<file path="src/rtl/seg7_pkg.sv">
// Shared constants for the 7-segment scan driver.
//   DIGITS / BCD_W : display geometry (6 packed-BCD digits, 24 bits)
//   GLYPH_*        : active-high {g,f,e,d,c,b,a} segment patterns
package seg7_pkg;

  localparam int unsigned DIGITS = 6;
  localparam int unsigned BCD_W  = 24;

  localparam logic [6:0] GLYPH_0   = 7'h3F;
  localparam logic [6:0] GLYPH_1   = 7'h06;
  localparam logic [6:0] GLYPH_2   = 7'h5B;
  localparam logic [6:0] GLYPH_3   = 7'h4F;
  localparam logic [6:0] GLYPH_4   = 7'h66;
  localparam logic [6:0] GLYPH_5   = 7'h6D;
  localparam logic [6:0] GLYPH_6   = 7'h7D;
  localparam logic [6:0] GLYPH_7   = 7'h07;
  localparam logic [6:0] GLYPH_8   = 7'h7F;
  localparam logic [6:0] GLYPH_9   = 7'h6F;
  localparam logic [6:0] GLYPH_E   = 7'h79;
  localparam logic [6:0] GLYPH_OFF = 7'h00;

endpackage

</file>
<file path="src/rtl/seg7_decode.sv">
// Combinational digit decoder.
//   nibble  : BCD digit; A..F decode to an 'E' error glyph
//   blank   : force all segments (including dp) off
//   dp      : decimal point request
//   pattern : active-high {dp,g,f,e,d,c,b,a}
module seg7_decode
  import seg7_pkg::*;
(
  input  logic [3:0] nibble,
  input  logic       blank,
  input  logic       dp,
  output logic [7:0] pattern
);

  logic [6:0] glyph;

  always_comb begin
    glyph = GLYPH_E;
    case (nibble)
      4'h0:    glyph = GLYPH_0;
      4'h1:    glyph = GLYPH_1;
      4'h2:    glyph = GLYPH_2;
      4'h3:    glyph = GLYPH_3;
      4'h4:    glyph = GLYPH_4;
      4'h5:    glyph = GLYPH_5;
      4'h6:    glyph = GLYPH_6;
      4'h7:    glyph = GLYPH_7;
      4'h8:    glyph = GLYPH_8;
      4'h9:    glyph = GLYPH_9;
      default: glyph = GLYPH_E;
    endcase
  end

  always_comb begin
    pattern = {dp, glyph};
    if (blank) begin
      pattern = {1'b0, GLYPH_OFF};
    end
  end

endmodule

</file>
<file path="src/rtl/seg7_scan_driver.sv">
// Time-multiplexed 6-digit 7-segment display driver.
//   clk, rst   : clock, synchronous active-high reset
//   data_in    : packed BCD word, digit 5 in [23:20]
//   data_valid : one-cycle strobe, captures data_in as a pending update
//   blank_lz   : blank leading zeros (digit 0 always shown)
//   dp_mask    : per-digit decimal point enable (live, not shadowed)
//   sel        : one-hot digit select, polarity per ACT_LOW
//   seg        : {dp,g,f,e,d,c,b,a}, polarity per ACT_LOW
//   frame_done : one-cycle pulse when the digit 5 dwell ends
module seg7_scan_driver
  import seg7_pkg::*;
#(
  parameter int unsigned SCAN_DIV  = 50_000,
  parameter int unsigned BLANK_CYC = 500,
  parameter bit          ACT_LOW   = 1'b1
) (
  input  logic              clk,
  input  logic              rst,
  input  logic [BCD_W-1:0]  data_in,
  input  logic              data_valid,
  input  logic              blank_lz,
  input  logic [DIGITS-1:0] dp_mask,
  output logic [DIGITS-1:0] sel,
  output logic [7:0]        seg,
  output logic              frame_done
);

  localparam int unsigned       TickW   = (SCAN_DIV > 1) ? $clog2(SCAN_DIV) : 1;
  localparam logic [2:0]        LastIdx = 3'(DIGITS - 1);
  localparam logic [DIGITS-1:0] SelOff  = ACT_LOW ? '1 : '0;
  localparam logic [7:0]        SegOff  = ACT_LOW ? 8'hFF : 8'h00;

  logic [TickW-1:0]  tick_q, tick_d;
  logic [2:0]        idx_q, idx_d;
  logic [BCD_W-1:0]  pending_q, pending_d;
  logic              pending_vld_q, pending_vld_d;
  logic [BCD_W-1:0]  shadow_q, shadow_d;
  logic [DIGITS-1:0] sel_q, sel_d;
  logic [7:0]        seg_q, seg_d;
  logic              frame_done_q, frame_done_d;

  logic              tick_wrap;
  logic              frame_end;
  logic              blank_phase;
  logic              digit_blank;
  logic [3:0]        digits [DIGITS];
  logic [DIGITS-1:0] zero_above;
  logic [DIGITS-1:0] sel_hot;
  logic [7:0]        pattern;

  assign tick_wrap   = (32'(tick_q) == SCAN_DIV - 1);
  assign frame_end   = tick_wrap && (idx_q == LastIdx);
  assign blank_phase = (32'(tick_q) < BLANK_CYC);

  // Scan counters
  always_comb begin
    tick_d = tick_q + 1'b1;
    idx_d  = idx_q;
    if (tick_wrap) begin
      tick_d = '0;
      idx_d  = (idx_q == LastIdx) ? 3'd0 : idx_q + 3'd1;
    end
  end

  // Pending/shadow: the shadow only changes at the frame boundary so a frame never tears.
  // A strobe landing exactly on the boundary bypasses the pending register.
  always_comb begin
    pending_d     = pending_q;
    pending_vld_d = pending_vld_q;
    shadow_d      = shadow_q;
    if (data_valid) begin
      pending_d     = data_in;
      pending_vld_d = 1'b1;
    end
    if (frame_end) begin
      if (data_valid) begin
        shadow_d = data_in;
      end else if (pending_vld_q) begin
        shadow_d = pending_q;
      end
      pending_vld_d = 1'b0;
    end
  end

  // zero_above[i]: shadow digits DIGITS-1 down to i are all zero
  always_comb begin
    for (int i = 0; i < DIGITS; i++) begin
      digits[i] = shadow_q[4*i +: 4];
    end
    zero_above = '0;
    zero_above[DIGITS-1] = (digits[DIGITS-1] == 4'h0);
    for (int i = DIGITS - 2; i >= 0; i--) begin
      zero_above[i] = zero_above[i+1] && (digits[i] == 4'h0);
    end
  end

  assign digit_blank = blank_lz && (idx_q != 3'd0) && zero_above[idx_q];

  seg7_decode u_decode (
    .nibble  (digits[idx_q]),
    .blank   (digit_blank || blank_phase),
    .dp      (dp_mask[idx_q]),
    .pattern (pattern)
  );

  always_comb begin
    sel_hot        = '0;
    sel_hot[idx_q] = 1'b1;
    sel_d          = ACT_LOW ? ~sel_hot : sel_hot;
    seg_d          = ACT_LOW ? ~pattern : pattern;
    if (blank_phase) begin
      sel_d = SelOff;
      seg_d = SegOff;
    end
    frame_done_d = frame_end;
  end

  always_ff @(posedge clk) begin
    if (rst) begin
      tick_q        <= '0;
      idx_q         <= '0;
      pending_q     <= '0;
      pending_vld_q <= 1'b0;
      shadow_q      <= '0;
      sel_q         <= SelOff;
      seg_q         <= SegOff;
      frame_done_q  <= 1'b0;
    end else begin
      tick_q        <= tick_d;
      idx_q         <= idx_d;
      pending_q     <= pending_d;
      pending_vld_q <= pending_vld_d;
      shadow_q      <= shadow_d;
      sel_q         <= sel_d;
      seg_q         <= seg_d;
      frame_done_q  <= frame_done_d;
    end
  end

  assign sel        = sel_q;
  assign seg        = seg_q;
  assign frame_done = frame_done_q;

endmodule

</file>
<file path="config.mk">
export PLATFORM = sky130hd
export DESIGN_NAME = seg7_scan_driver
export DESIGN_NICKNAME = d
export VERILOG_FILES = /design/src/rtl/seg7_pkg.sv /design/src/rtl/seg7_decode.sv /design/src/rtl/seg7_scan_driver.sv
export SDC_FILE = /design/constraint.sdc
export NUM_CORES = 1
export LEC_CHECK = 0
export CORE_MARGIN = 4
export CORE_UTILIZATION = 69
export CTS_BUF_LIST = sky130_fd_sc_hd__clkbuf_8
export CTS_CLUSTER_SIZE = 8
export DETAILED_ROUTE_END_ITERATION = 6
export DONT_BUFFER_PORTS = 1
export GPL_TIMING_DRIVEN = 0
export PLACE_DENSITY = 0.94
export SETUP_SLACK_MARGIN = 0.05
export SYNTH_ARGS = -nofsm -noshare
export SYNTH_HDL_FRONTEND = slang
export SYNTH_SLANG_ARGS = --single-unit
</file>
<file path="constraint.sdc">
create_clock -name clk -period 4.5 [get_ports clk]
set_clock_uncertainty 0.1 [all_clocks]
set_input_delay 1.125 -clock clk [delete_from_list [all_inputs] [get_ports clk]]
set_output_delay 1.125 -clock clk [all_outputs]
set_load 0.02 [all_outputs]
</file>
==> results by group, run 1 <==
Yosys
  • Yosys top cell area share: between 40% and 50%
  • #FFs+latches synth: 83
  • Post-synthesis xor/xnor area fraction: between 3 and 4%
  • Post-Synth Adder-Cell Area: 2.09%
  • Most common cell in the netlist: dfxtp_1
  • Sequential share of the synthesized area: a little under half
  • Post-synthesis compound-gate area fraction: under 10%
  • Synth Warn #: 0
  • Ys flop type: dfxtp_1
  • Post-synthesis cell count: about 390
  • Library cells used by synthesis: 42
  • Post-synth EDFFs: 0
  • Synth async-reset ratio: 0%
  • Syn_area_per_cell: around 9.1 µm²
  • Net Count, Synth: 433
  • Synth top cells by count: dfxtp_1 (83), nor2_1 (55), nand2_1 (44), mux2i_1 (31), o21ai_0 (28)
  • Dominant cell type by area after synthesis: dfxtp_1
  • Mux cell area share after synthesis: 13.0%
  • Largest family of logic cells by synthesized area: simple AND/OR/NAND/NOR gates
  • Synth Area in Simple Gates: a little under a quarter
  • Area contributors post-synth: dfxtp_1 (46%), mux2i_1 (8.6%), nor2_1 (5.7%)
  • Syn Std Cell Area: 3600 µm²

Clock network
  • CTS clk-pin slew, worst paths: ~0.08 ns
  • Clk_lat worst skew: 0.36 ns
  • CTS tree: yes
  • CTS Buf Count: 9
  • Hold_buf cts: 0
  • Maximum clock path buffer count: 2
  • Sink Count: 83
  • H-tree depth: 3
  • Root buffer cell: clkbuf_8
  • Setup Buffers After CTS: 0
  • Post-CTS Resized: 0

GRT
  • Vias in the first global route: approximately 2900
  • First-pass GRT wire length: 13600 µm
  • Overflow after GRT: 0
  • GRT Total Usage: between 20% and 30%
  • Largest net degree at the start of global routing: 14
  • Antenna violations before repair: 0

Worst setup path
  • Crit path max-delay family: buffers and inverters
  • Crit start category: flop
  • Nature of the critical path endpoint: flop
  • CP max-delay cell: clkbuf_1
  • Worst EP required: 4.60 ns
  • Critical Path, Cell by Cell: clkbuf_1 -> clkbuf_1 -> mux4_2 -> a21oi_1 -> ha_1 -> a21oi_1 -> nor2_1 -> nor3_1 -> o21ai_0
  • WS Path Type: flop to flop
  • Max incr delay on CP: approximately 0.38 ns
  • Crit-path max FO: 10
  • Worst path arrival time: around 3.0 ns
  • Crit path buf inv count: 2

Route
  • DR WL met2: 4110 µm
  • Drt drc: 0
  • DR pass1 iterations: 6
  • Final WL: between 8000 and 9000 µm
  • Post-route ant nets: 0
  • DR top layer: met4
  • Met3 wire length: approximately 530 µm
  • Vias post-DR: about 2800
  • Initial DRC Count: 290
  • Wirelength per Cell: 16.7 µm
  • M1 WL: 3080 µm
  • Routed vias/inst: between 5 and 6

Power and ir drop
  • Worst IR drop on VDD: approximately 300 µV
  • Gate power share: 3.9%
  • Net Sw Frac: 22.1%
  • Design Power: 1.33 mW
  • P_sw: 0.294 mW
  • Sequential share of power: between 50% and 60%
  • Internal: 1.04 mW
  • Leakage: roughly 1.5 nW
  • Power share of the clock group: 39.4%
  • PD cells: ~340 nW/µm²

STA
  • Setup TNS: 0 ns
  • Setup Viol. Count Final: 0
  • Final worst path period need: 2.93 ns
  • Max-slew headroom: 46.9%
  • Max Freq: 0.342 GHz
  • Slew Limit Fails: 0
  • Final Hold Viols: 0
  • Final worst path period share: 65.1%
  • Unrepaired setup endpoints after global routing: no
  • Least-Margin Pin Slew: 0.790 ns

Cells and area
  • ANT cells: 0
  • Area Overhead vs Synth: 7.83%
  • Share of layout cells above drive strength 1: around a tenth
  • Post-layout nets: 444

Die
  • Core area: 5070 µm²
  • Placement Rows: 26
  • I/O Pins: 49
  • Die H: between 80 and 90 µm
  • Starting Density: 70.9%
  • Die ar.: around 6400 µm²
  • Die Width: approximately 80 µm

Placement
  • Final Wtd Congestion: 0.888
  • Detailed Place HPWL: between 5000 and 6000 µm
  • PortBufs: 0

Run status
  • Status: completed

Run
  • Max-cap violations: 0

Hold path
  • Hold WC Path Type: flop to flop
==> per-layer routing <==
layer  track usage [%]  vias up
met3              8.52       34
met4              12.3        0
met1              30.9     1320
li1                  -     1352
met5                 0        -
met2              47.3      106
==> stage by stage <==
stage / cell area (µm²) / hold WS [ns] / setup WS (ns) / instances / utilization [%]
global placement: 3680 / 0.340 / 1.71 / 463 / 72.6
CTS: 3880 / 0.384 / 1.60 / 479 / 76.4
global route: 3880 / 0.418 / 1.25 / 479 / 76.4
detailed placement: 3680 / 0.366 / 1.61 / 463 / 72.6
floorplan: 3600 / 0.329 / 2.01 / 393 / -
finish: 3880 / 0.373 / 1.57 / 479 / 76.4
==> power by group through the flow <==
stage	clock network, mW	logic [mW]	registers, mW
5_1_grt	0.560	0.0596	0.757
3_5_place_dp	0	0.0518	0.773
4_1_cts	0.531	0.0527	0.755
3_3_place_gp	0	0.0491	0.772
6_report	0.525	0.0526	0.755
2_1_floorplan	0	0.0423	0.771
==> worst reg2reg max path, stage by stage, from the launching register on <==
cell,delay (ns)
dfxtp_1,0.32
clkbuf_1,0.38
clkbuf_1,0.39
mux4_2,0.36
a21oi_1,0.37
ha_1,0.32
a21oi_1,0.14
nor2_1,0.08
nor3_1,0.20
o21ai_0,0.11
==> area by class of cell <==
type,count,area (µm²)
flip-flops and latches,83,1660
plain buffers,21,111
well taps,70,87.6
clock buffers,10,138
inverters,7,26.3
fillers,333,1200
clock inverters,6,56.3
multi-input cells,282,1800
==> flip-flops by register name, indices dropped and copies added (netlist names) <==
name	cells
frame_done	1
idx_q	3
pending_q	24
pending_vld_q	1
seg	8
sel	6
shadow_q	24
tick_q	16
==> final timing paths <==
kind	startpoint	slack (ns)	cells after the start	end
setup / recovery	idx_q[1]$_SDFFE_PP0N_	1.57	9	seg[1]$_SDFF_PP1_
hold / removal	tick_q[0]$_SDFF_PP0_	0.37	1	tick_q[0]$_SDFF_PP0_
setup reg to reg	idx_q[1]$_SDFFE_PP0N_	1.57	9	seg[1]$_SDFF_PP1_
hold reg to reg	tick_q[0]$_SDFF_PP0_	0.37	1	tick_q[0]$_SDFF_PP0_
==> kinds of logic after synthesis <==
kind of cell	Yosys count
compound gates	49
xor+xnor	15
simple gates	173
fa+ha+maj	6
flops	83
mux	39
buf+inv	28
==> cell usage in the layout, fill, tap and decap left out, types with 5 or more instances in the layout <==
cell,instances
nand2b_1,25
clkbuf_8,10
nor2_1,55
nor4_1,6
ha_1,6
nor3_1,8
xnor2_1,10
dfxtp_1,83
a21oi_1,11
or2_2,5
mux4_2,6
o21ai_0,28
xor2_1,5
clkbuf_1,14
nand2_1,44
nand3_1,10
mux2i_1,31
inv_1,7
(Power assumes the default switching activity.)
==> run 2: changes to the inputs <==
Settings changed: CORE_UTILIZATION 69 to 65, PLACE_DENSITY 0.94 to 0.9.
Clock period 4.5 ns to 2.9 ns, I/O delays scaled along.
==> run 2 against run 1 <==
  * Total power rose by 53%
  * Combinational power rose by 55%
  * Cell count fell by 0.42%
  * Fmax rose by 13%
  * Clock power rose by 50%
  * Sequential share of layout area rose by 0.069 points
  * Die area rose by 5.5%
  * Clock-buffer cell count fell by 1
  * Utilization fell by 2.5 points
  * Hold slack got worse by 0.0021 ns
  * Critical endpoint is now seg[3]$_SDFF_PP1_
  * Highest routed layer unchanged
==> results by group, run 2 (synthesis results as in run 1) <==
Run status
  • Status: completed

Route
  • Vias post-DR: 2799
  • Final WL: just under 8000 µm
  • DR pass1 iterations: 5
  • Post-route ant nets: 0
  • Drt drc: 0
  • Wirelength per Cell: around 16 µm
  • Routed vias/inst: 5.87
  • Initial DRC Count: roughly 290

Cells and area
  • Fillcell total: roughly 370
  • Post-layout nets: about 440
  • Area Overhead vs Synth: 7.65%
  • Largest regs: pending_q x24, shadow_q x24, tick_q x16
  • ANT cells: 0
  • Share of layout cells above drive strength 1: 11.5%
  • Most common cell after layout, fill and taps aside: dfxtp_1
  • Commonest cells after routing, fill and taps aside: dfxtp_1 (83), nor2_1 (55), nand2_1 (44), mux2i_1 (31), o21ai_0 (28)

Die
  • I/O Pins: between 40 and 50
  • Die H: between 80 and 90 µm
  • Starting Density: 68.7%
  • Die Width: between 80 and 90 µm
  • Placement Rows: 26
  • Core area: roughly 5200 µm²
  • Die ar.: ~6800 µm²

GRT
  • Antenna violations before repair: 0
  • First-pass GRT wire length: 12600 µm
  • Largest net degree at the start of global routing: 14
  • Overflow after GRT: 0
  • GRT Total Usage: between 20% and 30%
  • Vias in the first global route: 2697

STA
  • Final worst path period share: between 80% and 90%
  • Max Freq: about 0.39 GHz
  • Max-slew headroom: roughly half
  • Final worst path period need: about 2.6 ns
  • WHS: ~0.37 ns
  • Setup Viol. Count Final: 0
  • Least-Margin Pin Slew: between 0.7 and 0.8 ns
  • Unrepaired setup endpoints after global routing: no
  • Final Hold Viols: 0
  • Setup TNS: 0 ns
  • Slew Limit Fails: 0
  • Post-route setup slack: around 0.31 ns

Clock network
  • Setup Buffers After CTS: 0
  • Sink Count: 83
  • H-tree depth: 3
  • CTS Buf Count: 9
  • Maximum clock path buffer count: 2
  • Post-CTS Resized: 2
  • Hold_buf cts: 0
  • Root buffer cell: clkbuf_8
  • CTS tree: yes
  • Clk_lat worst skew: between 0.3 and 0.4 ns
  • CTS clk-pin slew, worst paths: about 0.080 ns

Worst setup path
  • Critical R2R Launch: idx_q[1]$_SDFFE_PP0N_
  • Worst r2r dst: seg[3]$_SDFF_PP1_
  • Worst EP required: about 3 ns
  • Nature of the critical path endpoint: flop
  • Worst path arrival time: around 2.7 ns
  • Reg2reg setup slack: around 0.31 ns
  • Crit-path max FO: 10
  • WS Path Type: flop to flop
  • Reg2reg path depth: 7
  • Crit start category: flop

Hold path
  • Hold Crit Depth: 1
  • Hold wc startpoint: tick_q[0]$_SDFF_PP0_
  • Hold EP: tick_q[0]$_SDFF_PP0_
  • Hold WC Path Type: flop to flop

Run
  • Max-cap violations: 0

Placement
  • PortBufs: 0
  • Dpl ws: 0.0170 ns
  • Detailed Place HPWL: 5720 µm
  • Final Wtd Congestion: 0.901

Power and ir drop
  • Worst IR drop on VDD: approximately 430 µV
  • PD cells: between 500 and 600 nW/µm²
  • Design Power: approximately 2.0 mW
  • Leakage: about 1.5 nW
run 2: worst max-delay path, stage by stage (launching register included):
cell	delay, ns
dfxtp_1	0.56
clkbuf_2	0.30
mux4_2	0.34
a21oi_2	0.25
ha_1	0.29
a21oi_1	0.16
nor2_1	0.08
o41ai_1	0.38
run 2: per-layer routing:
layer	part of all wire (%)	track usage [%]
met1	42	30.0
met2	49	41.5
met3	6.0	4.88
met4	2.3	10.8
met5	0	0
run 2: metrics by stage:
stage / instance area, µm² / utilization (%) / std cells
after detailed placement: 3680 / 70.3 / 463
after floorplan: 3600 / - / 393
after CTS: 3860 / 73.8 / 477
final: 3870 / 73.9 / 477
after global routing: 3870 / 73.9 / 477
after global placement: 3680 / 70.3 / 463
run 2: layout make-up:
| cell class | count | area [µm²] | area share, % |
|---|---|---|---|
| multi-input combinational | 282 | 1800 | 46.6 |
| sequential | 83 | 1660 | 42.9 |
| clock buffer | 9 | 124 | 3.20 |
| buffer | 20 | 110 | 2.84 |
| tap | 70 | 87.6 | 2.26 |
| clock inverter | 6 | 57.6 | 1.49 |
| inverter | 7 | 26.3 | 0.679 |
run 2: power breakdown:
part	internal (mW)	switching, mW
logic	0.0352	0.0466
clock network	0.387	0.402
registers	1.16	0.00905
run 2: worst max-delay path by stage:
stage | slack, ns | end | start | cells after the start
after detailed placement | 0.02 | seg[3]$_SDFF_PP1_ | idx_q[1]$_SDFFE_PP0N_ | 8
after CTS | 0.18 | seg[3]$_SDFF_PP1_ | idx_q[0]$_SDFFE_PP0N_ | 8
after floorplan | 0.44 | seg[3]$_SDFF_PP1_ | idx_q[1]$_SDFFE_PP0N_ | 8
after global placement | 0.06 | seg[3]$_SDFF_PP1_ | idx_q[1]$_SDFFE_PP0N_ | 8
after global routing | 0.07 | seg[3]$_SDFF_PP1_ | idx_q[0]$_SDFFE_PP0N_ | 8
final | 0.31 | seg[3]$_SDFF_PP1_ | idx_q[1]$_SDFFE_PP0N_ | 7
==> run 3: changes to the inputs <==
Settings changed: ABC_AREA set to 1, CORE_UTILIZATION 65 to 66, HOLD_SLACK_MARGIN set to 0.08, PLACE_DENSITY 0.9 to 0.91.
==> run 3 against run 2 <==
  * Via count rose by 24%
  * Combinational power up 49%
  * Critical path depth up 3
  * Design area is 7.9% higher
  * First-iteration DRC count shrank 3.5%
  * Worst setup slack better by 0.38 ns
  * Clock power down 3.7%
  * Utilization increased by 0.095 points
  * Global-route usage is 0.79 points higher
  * Hold slack got worse by 0.020 ns
  * Sequential power barely moved
  * Fmax rose by 17%
  * Critical path type unchanged
  * Critical endpoint is now seg[1]$_SDFF_PP1_
==> results by group, run 3 <==
STA
  • WHS: roughly 0.35 ns
  • Final worst path period need: between 2 and 2.5 ns
  • Max Freq: between 0.4 and 0.5 GHz
  • Slew Limit Fails: 0
  • Max-slew headroom: 67.9%
  • Final worst path period share: 76.3%
  • Final Hold Viols: 0
  • Least-Margin Pin Slew: approximately 0.48 ns
  • Unrepaired setup endpoints after global routing: no
  • Setup TNS: 0 ns
  • Setup Viol. Count Final: 0

Clock network
  • Root buffer cell: clkbuf_8
  • H-tree depth: 3
  • Setup Buffers After CTS: 0
  • CTS Buf Count: 9
  • CTS tree: yes
  • CTS clk-pin slew, worst paths: 0.08 ns
  • Maximum clock path buffer count: 2
  • Hold_buf cts: 0
  • Sink Count: 83
  • Clk_lat worst skew: about 0.35 ns
  • Post-CTS Resized: 0

Cells and area
  • Area Overhead vs Synth: 6.75%
  • Share of layout cells above drive strength 1: approximately an eighth
  • Post-layout nets: around 590
  • Most common cell after layout, fill and taps aside: nand2_1
  • Largest regs: pending_q x24, shadow_q x24, tick_q x16
  • Commonest cells after routing, fill and taps aside: nand2_1 (112), dfxtp_1 (83), nor2_1 (64), inv_1 (58), a21oi_1 (38)

Yosys
  • Sequential share of the synthesized area: a little over two fifths
  • Ys flop type: dfxtp_1
  • Post-synthesis compound-gate area fraction: a little under an eighth
  • Synth Warn #: 0
  • #FFs+latches synth: 83
  • Net Count, Synth: 575
  • Synth top cells by count: nand2_1 (112), dfxtp_1 (83), nor2_1 (64), inv_1 (58), a21oi_1 (38)
  • Largest family of logic cells by synthesized area: simple AND/OR/NAND/NOR gates
  • Syn Std Cell Area: slightly below 4000 µm²
  • Area contributors post-synth: dfxtp_1 (42%), nand2_1 (11%), nor2_1 (6.1%)
  • Synth Area in Simple Gates: around 32%
  • Post-synthesis xor/xnor area fraction: under 10%
  • Dominant cell type by area after synthesis: dfxtp_1
  • Yosys top cell area share: 42.5%
  • Post-Synth Adder-Cell Area: about 1.9%
  • Most common cell in the netlist: nand2_1
  • Library cells used by synthesis: 34
  • Synth async-reset ratio: 0%
  • Post-synthesis cell count: 535
  • Post-synth EDFFs: 0
  • Mux cell area share after synthesis: 0%
  • Syn_area_per_cell: 7.31 µm²

GRT
  • First-pass GRT wire length: roughly 15000 µm
  • Largest net degree at the start of global routing: 13
  • Vias in the first global route: 3400
  • Overflow after GRT: 0
  • Antenna violations before repair: 3
  • GRT Total Usage: approximately a quarter

Worst setup path
  • Worst EP required: 3.04 ns
  • Crit start category: flop
  • Crit path buf inv count: 3
  • WS Path Type: flop to flop
  • Critical R2R Launch: idx_q[1]$_SDFFE_PP0N_
  • Worst r2r dst: seg[1]$_SDFF_PP1_
  • CP max-delay cell: dfxtp_1
  • Reg2reg setup slack: between 0.6 and 0.7 ns
  • Crit path capture: seg[1]$_SDFF_PP1_
  • Max incr delay on CP: 0.33 ns
  • Most common cell on crit path: inv_1
  • Reg2reg path depth: 10
  • Setup crit start: idx_q[1]$_SDFFE_PP0N_
  • Crit-path max FO: 10
  • Nature of the critical path endpoint: flop
  • WP depth: 10
  • Critical Path, Cell by Cell: buf_2 -> nor2_2 -> a22oi_1 -> o21ai_0 -> inv_1 -> ha_1 -> inv_1 -> nor2_1 -> a21oi_1 -> nand2_1
  • Crit path max-delay family: compound AO/OA/AOI/OAI gates
  • Worst path arrival time: about 2.4 ns

Route
  • Final WL: 8530 µm
  • DR pass1 iterations: 5
  • Wirelength per Cell: around 14 µm
  • Drt drc: 0
  • Routed vias/inst: about 5.6
  • Post-route ant nets: 0
  • Initial DRC Count: 278
  • Vias post-DR: between 3000 and 4000

Die
  • Die H: between 80 and 90 µm
  • Die ar.: ~7200 µm²
  • Core area: ~5600 µm²
  • Die Width: ~85 µm
  • Starting Density: between 60% and 70%
  • I/O Pins: 49
  • Placement Rows: 27

Run
  • Max-cap violations: 0

Placement
  • PortBufs: 0
  • Detailed Place HPWL: 6140 µm
  • Final Wtd Congestion: between 0.9 and 1

Run status
  • Status: completed

Power and ir drop
  • Leakage: between 1.5 and 2 nW
  • Worst IR drop on VDD: between 200 and 300 µV
  • PD cells: about 500 nW/µm²

Hold path
  • Hold WC Path Type: flop to flop
## run 3: cell types whose count changed after synthesis, moves of 25 or more
cell,previous run,this run
nand2_1,44,112
inv_1,6,58
mux2i_1,31,0
a21oi_1,11,38
nand4_1,2,28
nand2b_1,25,0
## run 3: worst min-delay path by stage
stage | endpoint | slack [ns] | cells past startpoint | start
after floorplan | tick_q[0]$_SDFF_PP0_ | 0.32 | 1 | tick_q[0]$_SDFF_PP0_
after global placement | tick_q[0]$_SDFF_PP0_ | 0.33 | 1 | tick_q[0]$_SDFF_PP0_
after detailed placement | tick_q[0]$_SDFF_PP0_ | 0.35 | 1 | tick_q[0]$_SDFF_PP0_
after CTS | tick_q[0]$_SDFF_PP0_ | 0.36 | 1 | tick_q[0]$_SDFF_PP0_
after global routing | shadow_q[1]$_SDFFE_PP0P_ | 0.40 | 2 | shadow_q[1]$_SDFFE_PP0P_
final | tick_q[0]$_SDFF_PP0_ | 0.35 | 1 | tick_q[0]$_SDFF_PP0_
## run 3: area by class of cell
class	count	area (µm²)
flip-flops and latches	83	1660
multi-input cells	363	1860
clock buffers	9	124
diodes	2	5.00
plain buffers	26	153
fillers	420	1470
inverters	63	236
well taps	72	90.1
clock inverters	4	45.0
## run 3: logic make-up (layout without fill, tap and decap cells)
family,Yosys count,after routing
compound gates,77,77
other cells,0,2
xor+xnor,7,7
fa+ha+maj,6,6
flops,83,83
simple gates,273,273
buf+inv,89,102
## run 3: per-layer routing
| metal | up-vias | share of wire (%) | global-route usage (%) |
|---|---|---|---|
| met5 | - | 0.14 | 0 |
| met4 | 2 | 2.5 | 11.1 |
| met1 | 1608 | 41 | 28.6 |
| met3 | 26 | 7.1 | 9.42 |
| li1 | 1736 | - | - |
| met2 | 110 | 49 | 42.4 |
## run 3: power breakdown
part / switching (mW) / internal, mW
clock network: 0.381 / 0.379
registers: 0.00909 / 1.17
logic: 0.0717 / 0.0499
total: 0.462 / 1.59
## run 3: per-stage QoR
stage / util [%] / power (mW) / cells / area (µm²) / setup WS, ns
2_1_floorplan: - / 1.30 / 535 / 3910 / 1.01
3_3_place_gp: 70.9 / 1.32 / 607 / 4000 / 0.798
3_5_place_dp: 70.9 / 1.32 / 607 / 4000 / 0.725
4_1_cts: 73.9 / 2.07 / 620 / 4170 / 0.718
5_1_grt: 74.0 / 2.15 / 622 / 4180 / 0.432
6_report: 74.0 / 2.06 / 622 / 4180 / 0.686
